===== config.mk =====
export PLATFORM = sky130hd
export DESIGN_NAME = multi_digit_seg_ctrl
export DESIGN_NICKNAME = d
export VERILOG_FILES = /design/src/rtl/multi_digit_seg_ctrl.sv
export SDC_FILE = /design/constraint.sdc
export NUM_CORES = 1
export LEC_CHECK = 0
export CORE_MARGIN = 8
export CORE_UTILIZATION = 49
export CTS_CLUSTER_DIAMETER = 50
export DETAILED_ROUTE_END_ITERATION = 8
export PLACE_DENSITY = 0.75
export SYNTH_ARGS = -nofsm -noshare
export SYNTH_HDL_FRONTEND = slang
export SYNTH_SLANG_ARGS = --single-unit

===== constraint.sdc =====
create_clock -name clk -period 1.7 [get_ports clk]
set_input_delay 0.17 -clock clk [delete_from_list [all_inputs] [get_ports clk]]
set_output_delay 0.17 -clock clk [all_outputs]
set_load 0.05 [all_outputs]

===== src/rtl/multi_digit_seg_ctrl.sv =====
// -----------------------------------------------------------------------------
// multi_digit_seg_ctrl
//
// Time-multiplexed driver for NUM_DIGITS common-anode hex digits with a
// per-digit decimal point and per-digit blanking. New display data is
// captured into a shadow buffer on a load strobe and copied to the active
// buffer only at a frame boundary, so a frame never mixes old and new data.
//
// Optional feature macro: SEG_DIM_PWM_EN
//   defined   -> each slot is lit only for the first
//                (brightness+1)*(CLK_DIV/8) cycles.
//   undefined -> every non-blanked slot is fully lit; brightness is ignored.
//
// Parameters:
//   NUM_DIGITS  digits driven (2..8)
//   CLK_DIV     clk cycles per digit slot (multiple of 8, >= 16)
//
// Ports:
//   clk         system clock, rising edge
//   rst         synchronous active-high reset
//   load        one-cycle strobe capturing val_in/dot_in/blank_in
//   val_in      hex nibbles, digit k = val_in[4k+3:4k]
//   dot_in      1 = decimal point lit for digit k
//   blank_in    1 = digit k dark
//   brightness  duty level, 0 = 1/8 .. 7 = 8/8 (PWM build only)
//   an          anode enables, active-low, an[k] drives digit k
//   seg         cathodes a..g on seg[6]..seg[0], active-low
//   dp          decimal-point cathode, active-low
//   busy        shadow holds data not yet displayed
//   frame_tick  one-cycle pulse after each frame end
// -----------------------------------------------------------------------------
module multi_digit_seg_ctrl #(
    parameter int NUM_DIGITS = 4,
    parameter int CLK_DIV    = 50000
) (
    input  logic                    clk,
    input  logic                    rst,
    input  logic                    load,
    input  logic [4*NUM_DIGITS-1:0] val_in,
    input  logic [NUM_DIGITS-1:0]   dot_in,
    input  logic [NUM_DIGITS-1:0]   blank_in,
    input  logic [2:0]              brightness,
    output logic [NUM_DIGITS-1:0]   an,
    output logic [6:0]              seg,
    output logic                    dp,
    output logic                    busy,
    output logic                    frame_tick
);

    localparam int CNT_W = $clog2(CLK_DIV);
    localparam int DIG_W = (NUM_DIGITS > 1) ? $clog2(NUM_DIGITS) : 1;
    localparam logic [CNT_W-1:0]      CNT_LAST  = CNT_W'(CLK_DIV - 1);
    localparam logic [DIG_W-1:0]      DIG_LAST  = DIG_W'(NUM_DIGITS - 1);
    localparam logic [NUM_DIGITS-1:0] DIGIT_ONE = NUM_DIGITS'(1);

    logic [CNT_W-1:0]        div_cnt;
    logic [DIG_W-1:0]        digit;
    logic                    pending;

    logic [4*NUM_DIGITS-1:0] shadow_val;
    logic [NUM_DIGITS-1:0]   shadow_dot;
    logic [NUM_DIGITS-1:0]   shadow_blank;
    logic [4*NUM_DIGITS-1:0] active_val;
    logic [NUM_DIGITS-1:0]   active_dot;
    logic [NUM_DIGITS-1:0]   active_blank;

    logic                    slot_end;
    logic                    frame_end;
    logic                    duty;
    logic                    lit;
    logic [3:0]              cur_val;
    logic [NUM_DIGITS-1:0]   an_next;
    logic [6:0]              seg_next;
    logic                    dp_next;

    // Active-low a..g patterns for the 16 hex glyphs.
    function automatic logic [6:0] decode(input logic [3:0] v);
        case (v)
            4'h0:    decode = 7'b0000001;
            4'h1:    decode = 7'b1001111;
            4'h2:    decode = 7'b0010010;
            4'h3:    decode = 7'b0000110;
            4'h4:    decode = 7'b1001100;
            4'h5:    decode = 7'b0100100;
            4'h6:    decode = 7'b0100000;
            4'h7:    decode = 7'b0001111;
            4'h8:    decode = 7'b0000000;
            4'h9:    decode = 7'b0000100;
            4'hA:    decode = 7'b0001000;
            4'hB:    decode = 7'b1100000;
            4'hC:    decode = 7'b0110001;
            4'hD:    decode = 7'b1000010;
            4'hE:    decode = 7'b0110000;
            default: decode = 7'b0111000;
        endcase
    endfunction

    assign slot_end  = (div_cnt == CNT_LAST);
    assign frame_end = slot_end && (digit == DIG_LAST);
    assign busy      = pending;

`ifdef SEG_DIM_PWM_EN
    // Lit window grows in steps of CLK_DIV/8; level 7 covers the whole slot.
    assign duty = (32'(div_cnt) < ((32'(brightness) + 32'd1) * 32'(CLK_DIV / 8)));
`else
    // Brightness is ignored in the full-duty build.
    logic unused_brightness;
    assign unused_brightness = ^brightness;
    assign duty = 1'b1;
`endif

    // Next-cycle pin values for the digit currently selected by the counters.
    always_comb begin
        cur_val  = active_val[{digit, 2'b00} +: 4];
        lit      = ~active_blank[digit] & duty;
        an_next  = '1;
        seg_next = 7'h7F;
        dp_next  = 1'b1;
        if (lit) begin
            an_next  = ~(DIGIT_ONE << digit);
            seg_next = decode(cur_val);
            dp_next  = ~active_dot[digit];
        end
    end

    // Slot/digit counters, double buffer with deferred swap, registered pins.
    // A load in the frame-end cycle wins over the swap so the newest data is
    // never lost; the swap then happens one frame later.
    always_ff @(posedge clk) begin
        if (rst) begin
            div_cnt      <= '0;
            digit        <= '0;
            pending      <= 1'b0;
            shadow_val   <= '0;
            shadow_dot   <= '0;
            shadow_blank <= '1;
            active_val   <= '0;
            active_dot   <= '0;
            active_blank <= '1;
            an           <= '1;
            seg          <= 7'h7F;
            dp           <= 1'b1;
            frame_tick   <= 1'b0;
        end else begin
            an         <= an_next;
            seg        <= seg_next;
            dp         <= dp_next;
            frame_tick <= frame_end;

            if (slot_end) begin
                div_cnt <= '0;
                digit   <= (digit == DIG_LAST) ? '0 : digit + 1'b1;
            end else begin
                div_cnt <= div_cnt + 1'b1;
            end

            if (load) begin
                shadow_val   <= val_in;
                shadow_dot   <= dot_in;
                shadow_blank <= blank_in;
                pending      <= 1'b1;
            end else if (frame_end && pending) begin
                active_val   <= shadow_val;
                active_dot   <= shadow_dot;
                active_blank <= shadow_blank;
                pending      <= 1'b0;
            end
        end
    end

endmodule


==> flow_summary.yaml, run 1 <==
outcome:
  status: "complete, but fails checks"
  violations: "setup timing"
drt:
  antenna_left: 0
  num_vias: 2774
  dr.pass1.iters: 4
  drt-initial-drc-count: 114
  drc_errors: 0
  vias_per_cell: 5.366
  wl_per_cell_um: 15.46
  finalWirelength_um: 7991
hold_path:
  hold_class: "in2reg"
  holdPathStages: 2
layout:
  layout-drive-gt1-share: 0.3066
  fin_nets: 473
  num_antenna_cells: 0
  syn_to_final_growth_pct: 40.67
  final_common_cell: "dfxtp_1"
  final_cell_mix: "75 x dfxtp_1, 44 x buf_4, 38 x clkdlybuf4s50_1"
  stdcell_area_mm2: 0.004756
die:
  io_pins: 44
  die_h_um: 99.07
  die_x_um: 99.07
  initial_core_util: 0.5032
  dieArea_mm2: 0.009814
  rows: 30
  coreArea_mm2: 0.006719
logic_synthesis:
  syn_nets: 391
  synth_area_mm2: 0.003381
  avgSynthCellArea_um2: 9.659
  synth-seq-cells: 80
  yosysUniqueCellTypes: 43
  yosysWarnings: 0
  synthCells: 350
  synth_seq_area_share: 0.4737
placement:
  postPlaceCellArea_mm2: 0.004123
  dp_hpwl_um: 5243
  place_congestion: 0.8078
  port_buffers: 40
clock_network:
  cts.clk_slew.worst_paths_ns: 0.08
  cts.sinks: 80
  cts_tree: "built"
  numCtsBuffers: 9
  cts_max_level: 3
  cts_buffer_depth: 2
  root_buffer: "clkbuf_8"
  hold_buffers: 0
  clk_latency_ns: 0.36
sta:
  fin_ws_ns: -0.2892
  fmax_mhz: 502.7
  fin_skew_ns: 0.006990
  period_share: 1.170
  rsz0062_at_grt: "true"
  holdWs_ns: 0.08216
  period_needed_ns: 1.989
  final-hold-violation-count: 0
  finalMaxSlewViolations: 0
  timing_worst_slew_pin_value_ns: 0.5102
  slew_headroom: 0.6588
  setup_violations: 47
grt:
  grt_max_degree: 32
  met3_usage: 0.04510
  grt-ovfl-total: 0
  use_met2: 0.2682
  grt_use_total: 0.1645
  busiest_layer: "met2"
  grt_pass1_vias: 2881
  grt_pass1_wl_um: 13190
  grt_util_met1: 0.1953
  antenna_found_initial: 0
power:
  power_leakage_uw: 0.001850
  peakVddDrop_uv: 691.3
  power_density_mw_per_mm2: 800.7
  p_switching_uw: 807.1
  pwr-share-clk: 0.440
  p_sw_frac: 0.2120
  seq_power_share: 0.509
  p_int_uw: 3001
  p_comb_frac: 0.051
setup_path:
  worst-path-stages: 5
  worstSetupPathType: "reg2reg"
  cp.arrival_ns: 2.23
  critPathLaunchType: "flip-flop"
  required_ns: 1.94
  cp_top_family: "simple AND/OR/NAND/NOR gates"
  end_kind: "flip-flop"
  crit_chain: "or4b_4, or4_4, clkbuf_16, o21ai_2, a21oi_2"
  crit_slowest_cell: "or4_4"
  crit_fanout: 8
  r2r_cells: 5
  crit_path_max_incr_delay_ns: 0.60
  crit_buf_inv: 1
flow_run:
  drv_cap: 0
## per-layer routing
metal | wire length, µm | part of all wire | up-vias
met1 | 3498 | 0.44 | 1299
met2 | 3894 | 0.49 | 62
met5 | 0 | 0 | -
met3 | 389 | 0.049 | 18
met4 | 208 | 0.026 | 0
li1 | - | - | 1395
## sequential cells by signal (all words and copies together), names as in the netlist
register      count
active_blank      4
active_dot        4
active_val       16
an                4
busy              1
digit             2
div_cnt          16
dp                1
frame_tick        1
seg               7
shadow_blank      4
shadow_dot        4
shadow_val       16
## timing repair
| item | in CTS | in global routing |
|---|---|---|
| gates cloned | 0 | 3 |
| endpoints found under the setup margin | 50 | 51 |
| setup buffers | 3 | 12 |
| gates resized for setup | 15 | 45 |
| pin swaps | 6 | 19 |
| hold endpoints to repair | 0 | 0 |
## Yosys cell counts
library cell,count,area share
and3b_1,1,0.0026
or4_4,1,0.0033
buf_12,1,0.0059
buf_2,4,0.0059
nor2b_1,5,0.0093
o21ai_1,4,0.0059
and3_1,7,0.013
nor4_4,1,0.0063
o21ai_0,19,0.028
clkbuf_1,17,0.019
or4_1,1,0.0022
nand3b_1,1,0.0022
nor3b_1,1,0.0022
dfxtp_1,80,0.47
inv_1,10,0.011
a211o_1,8,0.021
a31oi_1,1,0.0019
nor2_1,37,0.041
o221ai_1,4,0.010
and4_1,3,0.0078
a21oi_1,28,0.041
o211ai_1,1,0.0022
mux4_2,6,0.040
mux2i_1,22,0.065
nor3_1,1,0.0015
buf_6,3,0.010
ha_1,11,0.041
nand2_1,17,0.019
or4bb_1,1,0.0033
or4_2,1,0.0026
mux2_2,1,0.0033
nand4_1,2,0.0037
or4b_4,1,0.0041
nand3_1,27,0.040
or3_1,1,0.0019
o22ai_1,1,0.0019
o31ai_1,1,0.0022
xor2_1,9,0.023
or2_2,1,0.0019
nand4bb_1,1,0.0033
buf_1,1,0.0011
nand2b_1,4,0.0074
xnor2_1,3,0.0078
## through the flow
step	setup slack [ns]	instances	TNS [ns]	total power, µW	util
floorplan	-0.1712	350	-5.093	2083	-
global placement	-0.2049	484	-7.295	2169	0.6136
detailed placement	-0.2501	484	-8.521	2175	0.6136
CTS	-0.2486	503	-8.216	3842	0.6598
global route	-0.3365	517	-12.59	3949	0.7078
finish	-0.2892	517	-9.935	3808	0.7078
## power by group through the flow
stage / registers [µW] / clock network (µW) / logic [µW]
final: 1940 / 1670 / 195
after global routing: 1940 / 1790 / 217
after CTS: 1940 / 1710 / 194
after detailed placement: 1980 / 0 / 193
after global placement: 1980 / 0 / 188
after floorplan: 1980 / 0 / 102
## layout make-up
| cell class | instances | area (µm²) |
|---|---|---|
| inverters | 10 | 42.54 |
| multi-input cells | 234 | 1842 |
| flip-flops and latches | 80 | 1610 |
| fillers | 481 | 1963 |
| clock inverters | 7 | 118.9 |
| well taps | 80 | 100.1 |
| clock buffers | 9 | 123.9 |
| repair buffers | 97 | 918.4 |
## logic make-up (layout without fill, tap and decap cells)
logic type,count (synthesis),count (layout),synth area share
AO/OA/AOI/OAI,67,67,0.1147
XOR/XNOR,12,12,0.03109
adder cells (fa/ha/maj),11,11,0.04071
buffers and inverters,36,123,0.05292
flip-flops,80,80,0.4737
multiplexers,29,29,0.1084
AND/OR/NAND/NOR,115,115,0.1784
## worst paths after layout
check | startpoint | to | slack, ns
setup / recovery | div_cnt[10] | active_val[0] | -0.29
hold / removal | rst | frame_tick | 0.08
setup reg to reg | div_cnt[10] | active_val[0] | -0.29
hold reg to reg | active_val[7] | active_val[7] | 0.47
Power figures use the tool's default switching activity.
==> run 2, diff against run 1 <==
--- a/config.mk
+++ b/config.mk
@@ -5,6 +5,7 @@
 export SDC_FILE = /design/constraint.sdc
 export NUM_CORES = 1
 export LEC_CHECK = 0
+export CORE_ASPECT_RATIO = 0.6
 export CORE_MARGIN = 8
 export CORE_UTILIZATION = 49
 export CTS_CLUSTER_DIAMETER = 50
==> flow_summary.yaml, run 2 (synthesis results as in run 1) <==
grt:
  grt_pass1_wl_um: 13310
  grt-ovfl-total: 0
  use_met2: 0.2477
  grt_max_degree: 41
  grt_use_total: 0.1742
  antenna_found_initial: 0
  met3_usage: 0.07208
  grt_util_met1: 0.2335
  grt_pass1_vias: 2677
  busiest_layer: "met2"
sta:
  setup_violations: 48
  setup_tns_ns: -7.793
  period_share: 1.130
  fmax_mhz: 520.4
  slew_headroom: 0.6559
  rsz0062_at_grt: "true"
  fin_skew_ns: 0.006846
  holdWs_ns: 0.1910
  finalMaxSlewViolations: 0
  period_needed_ns: 1.922
  final-hold-violation-count: 0
  timing_worst_slew_pin_value_ns: 0.5145
  fin_ws_ns: -0.2217
setup_path:
  crit_fanout: 23
  startpoint: "div_cnt[11]"
  critPathLaunchType: "flip-flop"
  timing.rr.end: "active_dot[1]"
  worstSetupPathType: "reg2reg"
  endpoint: "active_dot[1]"
  r2r-start: "div_cnt[11]"
  end_kind: "flip-flop"
  required_ns: 1.92
  r2r_slack_ns: -0.22
  cp.arrival_ns: 2.14
  crit_slowest_cell: "or4b_4"
  r2r_cells: 5
  crit_chain: "or4b_4, or4_4, buf_12, o21ai_2, a21oi_2"
  crit_path_max_incr_delay_ns: 0.55
outcome:
  violations: "setup timing"
  status: "complete, but fails checks"
clock_network:
  hold_buffers: 0
  cts.sinks: 80
  cts_max_level: 3
  cts_buffer_depth: 2
  cts_tree: "built"
  cts.clk_slew.worst_paths_ns: 0.06
  root_buffer: "clkbuf_16"
  clk_latency_ns: 0.34
  numCtsBuffers: 9
flow_run:
  drv_cap: 0
layout:
  multi_input_area_mm2: 0.001803
  seqCellArea_mm2: 0.001608
  reg_top3: "active_val x16, div_cnt x16, shadow_val x16"
  final_common_cell: "dfxtp_1"
  layout-drive-gt1-share: 0.2788
  syn_to_final_growth_pct: 41.27
  final_cell_mix: "77 x dfxtp_1, 42 x buf_4, 38 x clkdlybuf4s50_1"
  n_fill_cell: 475
  fin_nets: 470
  num_antenna_cells: 0
power:
  peakVddDrop_uv: 697.2
  power_density_mw_per_mm2: 853.0
  power_leakage_uw: 0.001832
drt:
  drt-initial-drc-count: 360
  vias_per_cell: 5.359
  drc_errors: 0
  antenna_left: 0
  dr.pass1.iters: 4
  finalWirelength_um: 8539
  num_vias: 2792
  wl_per_cell_um: 16.39
die:
  initial_core_util: 0.5064
  die_x_um: 123.2
  dieArea_mm2: 0.009901
  die_h_um: 80.34
  rows: 23
  coreArea_mm2: 0.006676
  io_pins: 44
placement:
  port_buffers: 40
  dp_hpwl_um: 5731
  place_congestion: 0.8481
hold_path:
  holdPathStages: 2
  hold_class: "in2reg"
-- run 2: cell count changes in the layout (fill, tap and decap cells not counted), sizes merged --
cell,delta
bufinv,-2
clkinv,+1
inv,-2
-- run 2: worst max-delay path, delay by kind of cell, from the launching register on --
kind                   cells  cell delay, ns
AO/OA/AOI/OAI              2            0.22
buffers and inverters      1            0.18
flip-flops                 1            0.32
AND/OR/NAND/NOR            2            1.07
-- run 2: per-stage QoR --
stage                     std cells  instance area [µm²]  utilization  setup WS [ns]  total power (µW)
after CTS                       510                 4539       0.6799        -0.2071              4107
after global placement          489                 4141       0.6203        -0.1811              2172
after global routing            521                 4776       0.7153        -0.2596              4206
after detailed placement        489                 4141       0.6203        -0.2311              2181
after floorplan                 350                 3458            -        -0.1712              2083
final                           521                 4776       0.7153        -0.2217              4074
-- run 2: timing repair --
item / CTS / global route
cloned: 2 / 0
buffers inserted: 3 / 11
endpoints found under the hold margin: 0 / 0
pin swaps: 5 / 15
gates resized for setup: 13 / 35
setup endpoints to repair: 51 / 51
-- run 2: final cells by class --
class | count | share of cell area
timing repair buffer | 94 | 0.1907
sequential | 80 | 0.3367
multi-input combinational | 234 | 0.3775
clock buffer | 12 | 0.05161
inverter | 10 | 0.009431
clock inverter | 4 | 0.01127
tap | 87 | 0.02279
-- run 2: worst min path at each step --
stage                      end       startpoint  slack (ns)
2_1_floorplan  shadow_blank[0]      blank_in[0]        0.29
3_3_place_gp   active_blank[0]  active_blank[0]        0.45
3_5_place_dp   active_blank[3]  active_blank[3]        0.46
4_1_cts               digit[0]              rst        0.18
5_1_grt               digit[0]              rst        0.21
6_report              digit[0]              rst        0.19
-- run 2: per-layer routing --
metal / wire length (µm) / vias to the layer above
li1: - / 1397
met1: 4149 / 1298
met2: 3632 / 86
met3: 682 / 11
met4: 74 / 0
met5: 0 / -
-- run 2: power breakdown --
| group | leakage, µW | switching (µW) | internal [µW] |
|---|---|---|---|
| Sequential | 0.000653 | 27.1 | 1920 |
| Clock | 0.000139 | 752 | 1180 |
| Combinational | 0.00104 | 88.7 | 110 |
==> run 3, diff against run 2 <==
--- a/config.mk
+++ b/config.mk
@@ -11,6 +11,7 @@
 export CTS_CLUSTER_DIAMETER = 50
 export DETAILED_ROUTE_END_ITERATION = 8
 export PLACE_DENSITY = 0.75
+export SETUP_SLACK_MARGIN = 0.1
 export SYNTH_ARGS = -nofsm -noshare
 export SYNTH_HDL_FRONTEND = slang
 export SYNTH_SLANG_ARGS = --single-unit
==> flow_summary.yaml, run 3 (synthesis results as in run 1) <==
drt:
  antenna_left: 0
  wl_per_cell_um: 16.84
  finalWirelength_um: 8738
  drt-initial-drc-count: 208
  dr.pass1.iters: 5
  drc_errors: 0
  num_vias: 2880
  vias_per_cell: 5.549
die:
  die_x_um: 123.2
  initial_core_util: 0.5064
  die_h_um: 80.34
  coreArea_mm2: 0.006676
  io_pins: 44
  dieArea_mm2: 0.009901
  rows: 23
setup_path:
  startpoint: "div_cnt[9]"
  timing.rr.end: "active_blank[2]"
  crit_fanout: 7
  worstSetupPathType: "reg2reg"
  r2r_cells: 7
  required_ns: 1.98
  end_kind: "flip-flop"
  cp.arrival_ns: 2.27
  r2r-start: "div_cnt[9]"
  critPathLaunchType: "flip-flop"
  r2r_slack_ns: -0.29
sta:
  setup_violations: 47
  fin_skew_ns: 0.008133
  rsz0062_at_grt: "true"
  slew_headroom: 0.6671
  period_needed_ns: 1.986
  timing_worst_slew_pin_value_ns: 0.5013
  finalMaxSlewViolations: 0
  final-hold-violation-count: 0
  holdWs_ns: 0.2672
  period_share: 1.168
  fin_ws_ns: -0.2859
  fmax_mhz: 503.6
grt:
  grt_pass1_wl_um: 13090
  grt_max_degree: 29
  antenna_found_initial: 0
  grt_pass1_vias: 2691
  grt_use_total: 0.1695
  grt-ovfl-total: 0
layout:
  final_cells: 519
  seqCellArea_mm2: 0.001608
  multi_input_area_mm2: 0.001827
  layout-drive-gt1-share: 0.2986
  final_common_cell: "dfxtp_1"
  fin_nets: 468
  num_antenna_cells: 0
  final_cell_mix: "77 x dfxtp_1, 44 x buf_4, 37 x nor2_1"
  n_fill_cell: 482
  syn_to_final_growth_pct: 40.01
  stdcell_area_mm2: 0.004733
  reg_top3: "active_val x16, div_cnt x16, shadow_val x16"
clock_network:
  cts_buffer_depth: 2
  cts_tree: "built"
  hold_buffers: 0
  cts.clk_slew.worst_paths_ns: 0.07
  cts.sinks: 80
  root_buffer: "clkbuf_16"
  numCtsBuffers: 9
  clk_latency_ns: 0.34
  cts_max_level: 3
outcome:
  violations: "setup timing"
  status: "complete, but fails checks"
placement:
  dp_slack_ns: -0.2347
  postPlaceCellArea_mm2: 0.004146
  dp.cells: 491
  port_buffers: 40
  dp_hpwl_um: 5841
  place_congestion: 0.8458
power:
  p_int_uw: 3080
  peakVddDrop_uv: 580.8
  seq_power_share: 0.485
  p_comb_frac: 0.050
  p_switching_uw: 940.2
  p_sw_frac: 0.2339
  pwr-share-clk: 0.465
  power_density_mw_per_mm2: 849.3
  power_leakage_uw: 0.001794
flow_run:
  drv_cap: 0
hold_path:
  hold_class: "in2reg"
  holdPathEnd: "shadow_val[0]"
  hold_path_startpoint: "rst"
  holdPathStages: 2
run 3: cell count changes in the layout (fill, tap and decap cells not counted), moves of 5 or more:
cell,before,now
clkdlybuf4s50_1,38,25
dlygate4sd2_1,0,13
nand3_1,21,14
nand3_2,6,12
a21oi_1,24,19
a21oi_2,4,9
run 3: final cells by class:
| class | instances | area share |
|---|---|---|
| Multi-Input combinational cell | 234 | 0.3859 |
| Sequential cell | 80 | 0.3397 |
| Timing Repair Buffer | 92 | 0.1813 |
| Clock buffer | 10 | 0.05049 |
| Tap cell | 87 | 0.02300 |
| Clock inverter | 6 | 0.01057 |
| Inverter | 10 | 0.008988 |
run 3: worst max-delay path by stage:
stage | slack [ns] | depth (start not counted) | endpoint
CTS | -0.19 | 5 | active_val[8]
finish | -0.29 | 7 | active_blank[2]
detailed placement | -0.23 | 5 | active_dot[3]
floorplan | -0.17 | 6 | div_cnt[11]
global placement | -0.21 | 5 | active_dot[3]
global route | -0.34 | 7 | active_val[0]
run 3: through the flow:
step / total power (µW) / setup TNS [ns] / utilization
3_5_place_dp: 2182 / -7.352 / 0.6211
2_1_floorplan: 2083 / -5.078 / -
3_3_place_gp: 2175 / -6.115 / 0.6211
5_1_grt: 4147 / -11.66 / 0.7090
4_1_cts: 4021 / -7.065 / 0.6750
6_report: 4020 / -8.914 / 0.7090
run 3: layer usage:
metal | routed length [µm] | GRT usage | share of wire | vias to the layer above
met1 | 4298 | 0.2396 | 0.49 | 1378
li1 | - | - | - | 1386
met3 | 639 | 0.05598 | 0.073 | 11
met5 | 0 | 0 | 0 | -
met4 | 99 | 0.06452 | 0.011 | 0
met2 | 3701 | 0.2316 | 0.42 | 105
run 3: power groups by stage:
| stage | combinational (µW) | sequential, µW | clock (µW) |
|---|---|---|---|
| floorplan | 102 | 1980 | 0 |
| global placement | 192 | 1980 | 0 |
| detailed placement | 197 | 1980 | 0 |
| CTS | 199 | 1940 | 1880 |
| global route | 219 | 1950 | 1980 |
| finish | 203 | 1950 | 1870 |
run 3: what timing repair did:
action | in CTS | in global routing
endpoints found under the hold margin | 0 | 0
pin swaps | 6 | 24
endpoints found under the setup margin | 69 | 56
gates resized for setup | 31 | 30
cloned | 0 | 3
setup buffers | 5 | 4
run 3: worst max-delay path: stages, from the launching register on:
cell and delay (ns):
dfxtp_2 0.32, or4bb_4 0.54, buf_6 0.14, nor4_4 0.28, buf_6 0.20, clkbuf_16 0.17, and3_1 0.18, a211o_1 0.11
